### src/rtl/serial_write_buffer_pkg.sv
`default_nettype none
// ============================================================================
// Module      : serial_write_buffer_pkg
// Description : Shared types and helpers for the serial write buffer: FSM
//               state encoding, default word width and counter sizing.
// Revision    : 1.0 - initial release
// ============================================================================
package serial_write_buffer_pkg;

   localparam int DEFAULT_BUF_SIZE = 8;

   typedef enum logic [0:0] {
      IDLE  = 1'b0,
      SHIFT = 1'b1
   } state_t;

   // Bit counter must be able to hold the value BUF_SIZE itself.
   function automatic int cnt_width(input int size);
      return $clog2(size + 1);
   endfunction

endpackage
`default_nettype wire

### src/rtl/serial_write_buffer.sv
`default_nettype none
// ============================================================================
// Module      : serial_write_buffer
// Description : Parallel-in, serial-out transmit buffer. Loads a word on
//               start and presents one bit per write_sig strobe on data_out.
//               Bit order is MSB first; defining
//               SERIAL_WRITE_BUFFER_LSB_FIRST_EN selects LSB first.
// Revision    : 1.0 - initial release
// ============================================================================
module serial_write_buffer
   import serial_write_buffer_pkg::*;
#(
   parameter int BUF_SIZE = DEFAULT_BUF_SIZE
) (
   input  logic                sys_clk,
   input  logic                rst,
   input  logic                start,
   input  logic                write_sig,
   input  logic [BUF_SIZE-1:0] data_in,
   output logic                data_out,
   output logic                done_sig
);

   localparam int                c_cnt_w    = cnt_width(BUF_SIZE);
   localparam logic [c_cnt_w-1:0] c_cnt_last = c_cnt_w'(BUF_SIZE - 1);
   localparam logic [c_cnt_w-1:0] c_cnt_one  = c_cnt_w'(1);

   state_t                r_state;
   state_t                w_state_nxt;
   logic [BUF_SIZE-1:0]   r_shift;
   logic [BUF_SIZE-1:0]   w_shift_nxt;
   logic [BUF_SIZE-1:0]   w_shifted;
   logic [c_cnt_w-1:0]    r_cnt;
   logic [c_cnt_w-1:0]    w_cnt_nxt;
   logic                  r_done;
   logic                  w_done_nxt;

   // The output bit is taken straight from the shift register; zeros are
   // shifted in, so the line reads 0 once the last bit has been consumed.
`ifdef SERIAL_WRITE_BUFFER_LSB_FIRST_EN
   assign w_shifted = {1'b0, r_shift[BUF_SIZE-1:1]};
   assign data_out  = r_shift[0];
`else
   assign w_shifted = {r_shift[BUF_SIZE-2:0], 1'b0};
   assign data_out  = r_shift[BUF_SIZE-1];
`endif

   assign done_sig = r_done;

   // State register.
   always_ff @(posedge sys_clk or negedge rst) begin
      if (!rst) begin
         r_state <= IDLE;
      end else begin
         r_state <= w_state_nxt;
      end
   end

   // Shift register, bit counter and done flag.
   always_ff @(posedge sys_clk or negedge rst) begin
      if (!rst) begin
         r_shift <= '0;
         r_cnt   <= '0;
         r_done  <= 1'b1;
      end else begin
         r_shift <= w_shift_nxt;
         r_cnt   <= w_cnt_nxt;
         r_done  <= w_done_nxt;
      end
   end

   // Next-state and datapath update; start has priority over write_sig in IDLE.
   always_comb begin
      w_state_nxt = r_state;
      w_shift_nxt = r_shift;
      w_cnt_nxt   = r_cnt;
      w_done_nxt  = r_done;
      case (r_state)
         IDLE: begin
            if (start) begin
               w_shift_nxt = data_in;
               w_cnt_nxt   = '0;
               w_done_nxt  = 1'b0;
               w_state_nxt = SHIFT;
            end
         end
         SHIFT: begin
            if (write_sig) begin
               w_cnt_nxt   = r_cnt + c_cnt_one;
               w_shift_nxt = w_shifted;
               if (r_cnt == c_cnt_last) begin
                  w_shift_nxt = '0;
                  w_done_nxt  = 1'b1;
                  w_state_nxt = IDLE;
               end
            end
         end
         default: begin
            w_state_nxt = IDLE;
         end
      endcase
   end

endmodule
`default_nettype wire

### config.mk
export PLATFORM = sky130hd
export DESIGN_NAME = serial_write_buffer
export DESIGN_NICKNAME = d
export VERILOG_FILES = /design/src/rtl/serial_write_buffer_pkg.sv /design/src/rtl/serial_write_buffer.sv
export SDC_FILE = /design/constraint.sdc
export NUM_CORES = 1
export LEC_CHECK = 0
export ABC_AREA = 1
export BUFFER_PORTS_ARGS = -buffer_cell sky130_fd_sc_hd__buf_2
export CORE_MARGIN = 2
export CORE_UTILIZATION = 30
export CTS_CLUSTER_DIAMETER = 40
export DETAILED_ROUTE_END_ITERATION = 16
export GPL_ROUTABILITY_DRIVEN = 0
export PLACE_DENSITY = 0.48
export SLEW_MARGIN = 20
export SYNTH_ARGS = -nofsm -noshare
export SYNTH_HDL_FRONTEND = slang
export SYNTH_SLANG_ARGS = --single-unit
export TNS_END_PERCENT = 100
### constraint.sdc
create_clock -name sys_clk -period 1.4 [get_ports sys_clk]
set_input_delay 0.28 -clock sys_clk [delete_from_list [all_inputs] [get_ports sys_clk]]
set_output_delay 0.28 -clock sys_clk [all_outputs]
set_load 0.03 [all_outputs]
== Word level (Yosys, flattened, before mapping) ==
Cells that the tools add are included.
Cells by class
  add/sub/neg operators: 1
  eq/ne operators: 4
  multiplexer cells: 15
  bitwise operators: 1
  reduce and logical (&&, ||, !) cells: 2
Operators by type and width (number)
  $mux 8: 3
  $pmux 8 s2: 1
  $mux 4: 2
  $pmux 4 s2: 1
  $mux 1: 6
  $add 4x1->4 const B: 1
  $eq 4x3->1 const B: 1
  $ne 2x2->1 const B: 2
  $pmux 1 s2: 2
  $reduce_and 3->1: 1
  $ne 2x1->1 const B: 1
  $reduce_and 2->1: 1
  $not 1->1: 1
Word-level totals
  register bits: 14
  bits of input ports: 12
  output and inout port bits: 2
  logic and storage cells: 27

== Depth between registers and ports, before layout ==
  depth after elaboration: 4
  gate-level depth with buffers: 7
  mapped depth without buffers: 6

== Worst setup path before layout ==
Ideal clock, no wire load.
  path type: register to register
  start point: register r_cnt[0]
  end point: register r_done, in the netlist done_sig
  library setup time: 0.060 ns
  arrival: 1.073 ns
  data required time: 1.340 ns
  path slack: 0.267 ns
  cell stages (with the launch flop): 7
  buffers on the path: 0
  clock period less this slack: 1.133 ns
  cells stage by stage: dfrtp_1 -> ha_1 -> nand3_1 -> nand2_1 -> nand2_1 -> nand2_1 -> nand2_1
Between the ends
  longest elaborated chain between the ends: 3
RTL lines
  start, declared: RTL line serial_write_buffer.sv:33  | logic [c_cnt_w-1:0] r_cnt;
  start signal, assigned: RTL line serial_write_buffer.sv:67  | r_cnt <= w_cnt_nxt;
  $eq 4x3->1: RTL line serial_write_buffer.sv:91  | if (r_cnt == c_cnt_last) begin
  $ne 2x1->1 (no line)
  $reduce_and 3->1 (no line)
  end signal, assigned: RTL line serial_write_buffer.sv:68  | r_done <= w_done_nxt;
  end, declared: RTL line serial_write_buffer.sv:35  | logic r_done;
Every way passes these cells.
A chain may end at the register's enable or synchronous reset.

== Final worst setup path ==
  start point: register r_done, in the netlist done_sig
  end point: output port done_sig
RTL lines
  end, declared: RTL line serial_write_buffer.sv:21  | output logic done_sig
No word-level cell between the ends.

==> metrics.txt <==
status=finished clean; P_int=929 uW; layout cells sized above 1=approximately 25%; CTS buffer count=3; Setup TNS=0 ns; Largest delay share family, worst path=flip-flops; Synth cell types=15; number of I/O port buffers=13; drt total wl=1620 um; MaxCap Viol Count=0; Post-Syn Area=684 um^2; Ys Warns=0; Final HPWL DP=1180 um; gr ovfl total=0; Power Total=1.59 mW; initial antenna violation count=0; Worst EP arrival=0.99 ns; Setup CP Type=reg -> out; CP cell instances=buf_2; Initial DRT Pass Iterations=4; fin area=about 840 um^2; Seq/Total Area, Yosys=slightly above 50%; clock slew at the register clock pins of the worst setup and hold paths=around 0.080 ns; core area=2190 um^2; Avg Inst Size Synth=8.66 um^2; clock share of power=14.8%; RSZ-0062 raised after global routing=no; nets=approximately 110; Final Skew=0.00281 ns; fillers=246; Peak VDD IR=741 uV; switching share of total power=41.5%; Worst Path Buf+Inv=1; syn_nets=92; CP Launch Type=flip-flop; DR vias=622; flops & latches, synth=14; first-pass GRT wire length=2790 um; count of clock tree sinks=14; Final Hold Fails=0; latest clock arrival within the worst-skew pair=0.27 ns; htree depth=1; part of the power in registers=between 40% and 50%; P_leak=approximately 0.44 nW; crit path max fanout=2; combinational share of power=roughly two fifths; Post-route DRC=0; WL/cell=around 13 um; Switching Power=roughly 660 uW; Period minus WS final=1.27 ns; relative slew slack=a little under 80%; Largest stage delay, worst path=0.53 ns; Initial Util=a little under a third; DIE WIDTH=51.8 um; fin crit share=90.6%; CTS max path bufs=2; critical path required time=1.12 ns; Worst Max-Slew Pin Slew=0.342 ns; Vert. Die Dim=51.8 um; Die Area=2680 um^2; Area growth, synth to finish=22.7%; Final ANT Viol Nets=0; Highest Clock Rate=789 MHz; clock root buffer=clkbuf_4; CTS tree=done; initial detailed-routing violation count=7; All-Layer GR Usage=14.2%; DP Area=798 um^2; I/O pins=14; vias in the first global route=about 630; Site Rows=17; hold crit path type=in -> reg; largest net degree at the start of global routing=15; ant diodes=0; Power Density=1890 nW/um^2; Setup violations, final=0; synthesized instance count=between 70 and 80; Critical Path Sink Type=output port; Worst path slowest cell=dfstp_2; vias per cell=approximately 4.9; Slew Viols, Final=0
[flip-flops by register name (all words and copies together), names as in the netlist]
register and flops:
done_sig 1, r_cnt 4, r_shift 8, r_state 1
[cell usage in the layout (no fill, tap or decap), drive strengths merged]
master	netlist	routed
buf	3	18
dlygate4sd3	0	1
dfrtp	13	13
nand3	25	25
ha	1	1
nor2	1	1
nand4	9	9
dfstp	1	1
a21oi	2	2
inv	5	5
o211ai	1	1
nand2	18	18
clkbuf	0	4
[worst min-delay path, stage by stage]
cell and delay [ns]:
buf_2 0.07, nand3_1 0.06, nand2_1 0.06
[layer usage]
metal,track usage [%],vias up,routed length (um)
met2,21.8,9,752
li1,-,319,-
met4,6.58,0,16
met3,2.59,2,59
met5,0,-,0
met1,19.3,292,796
[worst paths after layout]
check	start	cells after the start	slack (ns)	endpoint
max in group asynchronous	rst	2	0.69	done_sig
hold / removal	data_in[0]	3	0.23	r_shift[0]
setup / recovery	done_sig	1	0.13	done_sig
min in group asynchronous	rst	2	0.42	r_cnt[3]
setup reg to reg	r_state	6	0.15	r_shift[2]
hold reg to reg	done_sig	2	0.46	done_sig
[synth_stat cells]
master | n | share of area, %
a21oi_1 | 2 | 1.5
buf_2 | 1 | 0.73
buf_4 | 1 | 1.1
buf_6 | 1 | 1.6
dfrtp_1 | 13 | 48
dfstp_2 | 1 | 3.8
ha_1 | 1 | 1.8
inv_1 | 4 | 2.2
inv_2 | 1 | 0.55
nand2_1 | 17 | 9.3
nand2_4 | 1 | 1.6
nand3_1 | 25 | 18
nand4_1 | 9 | 8.2
nor2_1 | 1 | 0.55
o211ai_1 | 1 | 1.1
[power by group through the flow]
stage	clock (mW)	sequential, mW	combinational [mW]
floorplan	0	0.728	0.421
global placement	0	0.703	0.617
detailed placement	0	0.711	0.639
CTS	0.244	0.703	0.644
global route	0.263	0.733	0.742
finish	0.235	0.709	0.644
[cell families (layout without fill, tap and decap cells)]
family	count (synthesis)	in the layout	synth area share, %
adder cells (fa/ha/maj)	1	1	1.83
flip-flops	14	14	51.4
AND/OR/NAND/NOR	53	53	38.0
AO/OA/AOI/OAI	3	3	2.56
buffers and inverters	8	28	6.21
[timing repair]
action | 4_1_cts | 5_1_grt
setup buffers | 0 | 0
endpoints found under the setup margin | 0 | 8
hold endpoints to repair | 13 | 0
resized for setup | 0 | 1
hold buffers | 1 | 0
[through the flow]
step	setup slack [ns]	std cells	utilization, %	hold WS, ns
after floorplan	0.267	79	-	-0.0156
after global placement	0.162	122	36.4	0.199
after detailed placement	0.0977	122	36.4	0.197
after CTS	0.0713	127	38.1	0.222
after global routing	0.0271	127	38.3	0.245
final	0.132	127	38.3	0.229
[area by class of cell]
cell class | instances | area (um^2) | share of cell area, %
sequential | 14 | 352 | 41.9
multi-input combinational | 57 | 295 | 35.2
inverter | 5 | 18.8 | 2.24
clock buffer | 4 | 26.3 | 3.13
timing repair buffer | 19 | 113 | 13.4
tap | 28 | 35.0 | 4.17
No activity file was read; power rests on OpenSTA's default activity.
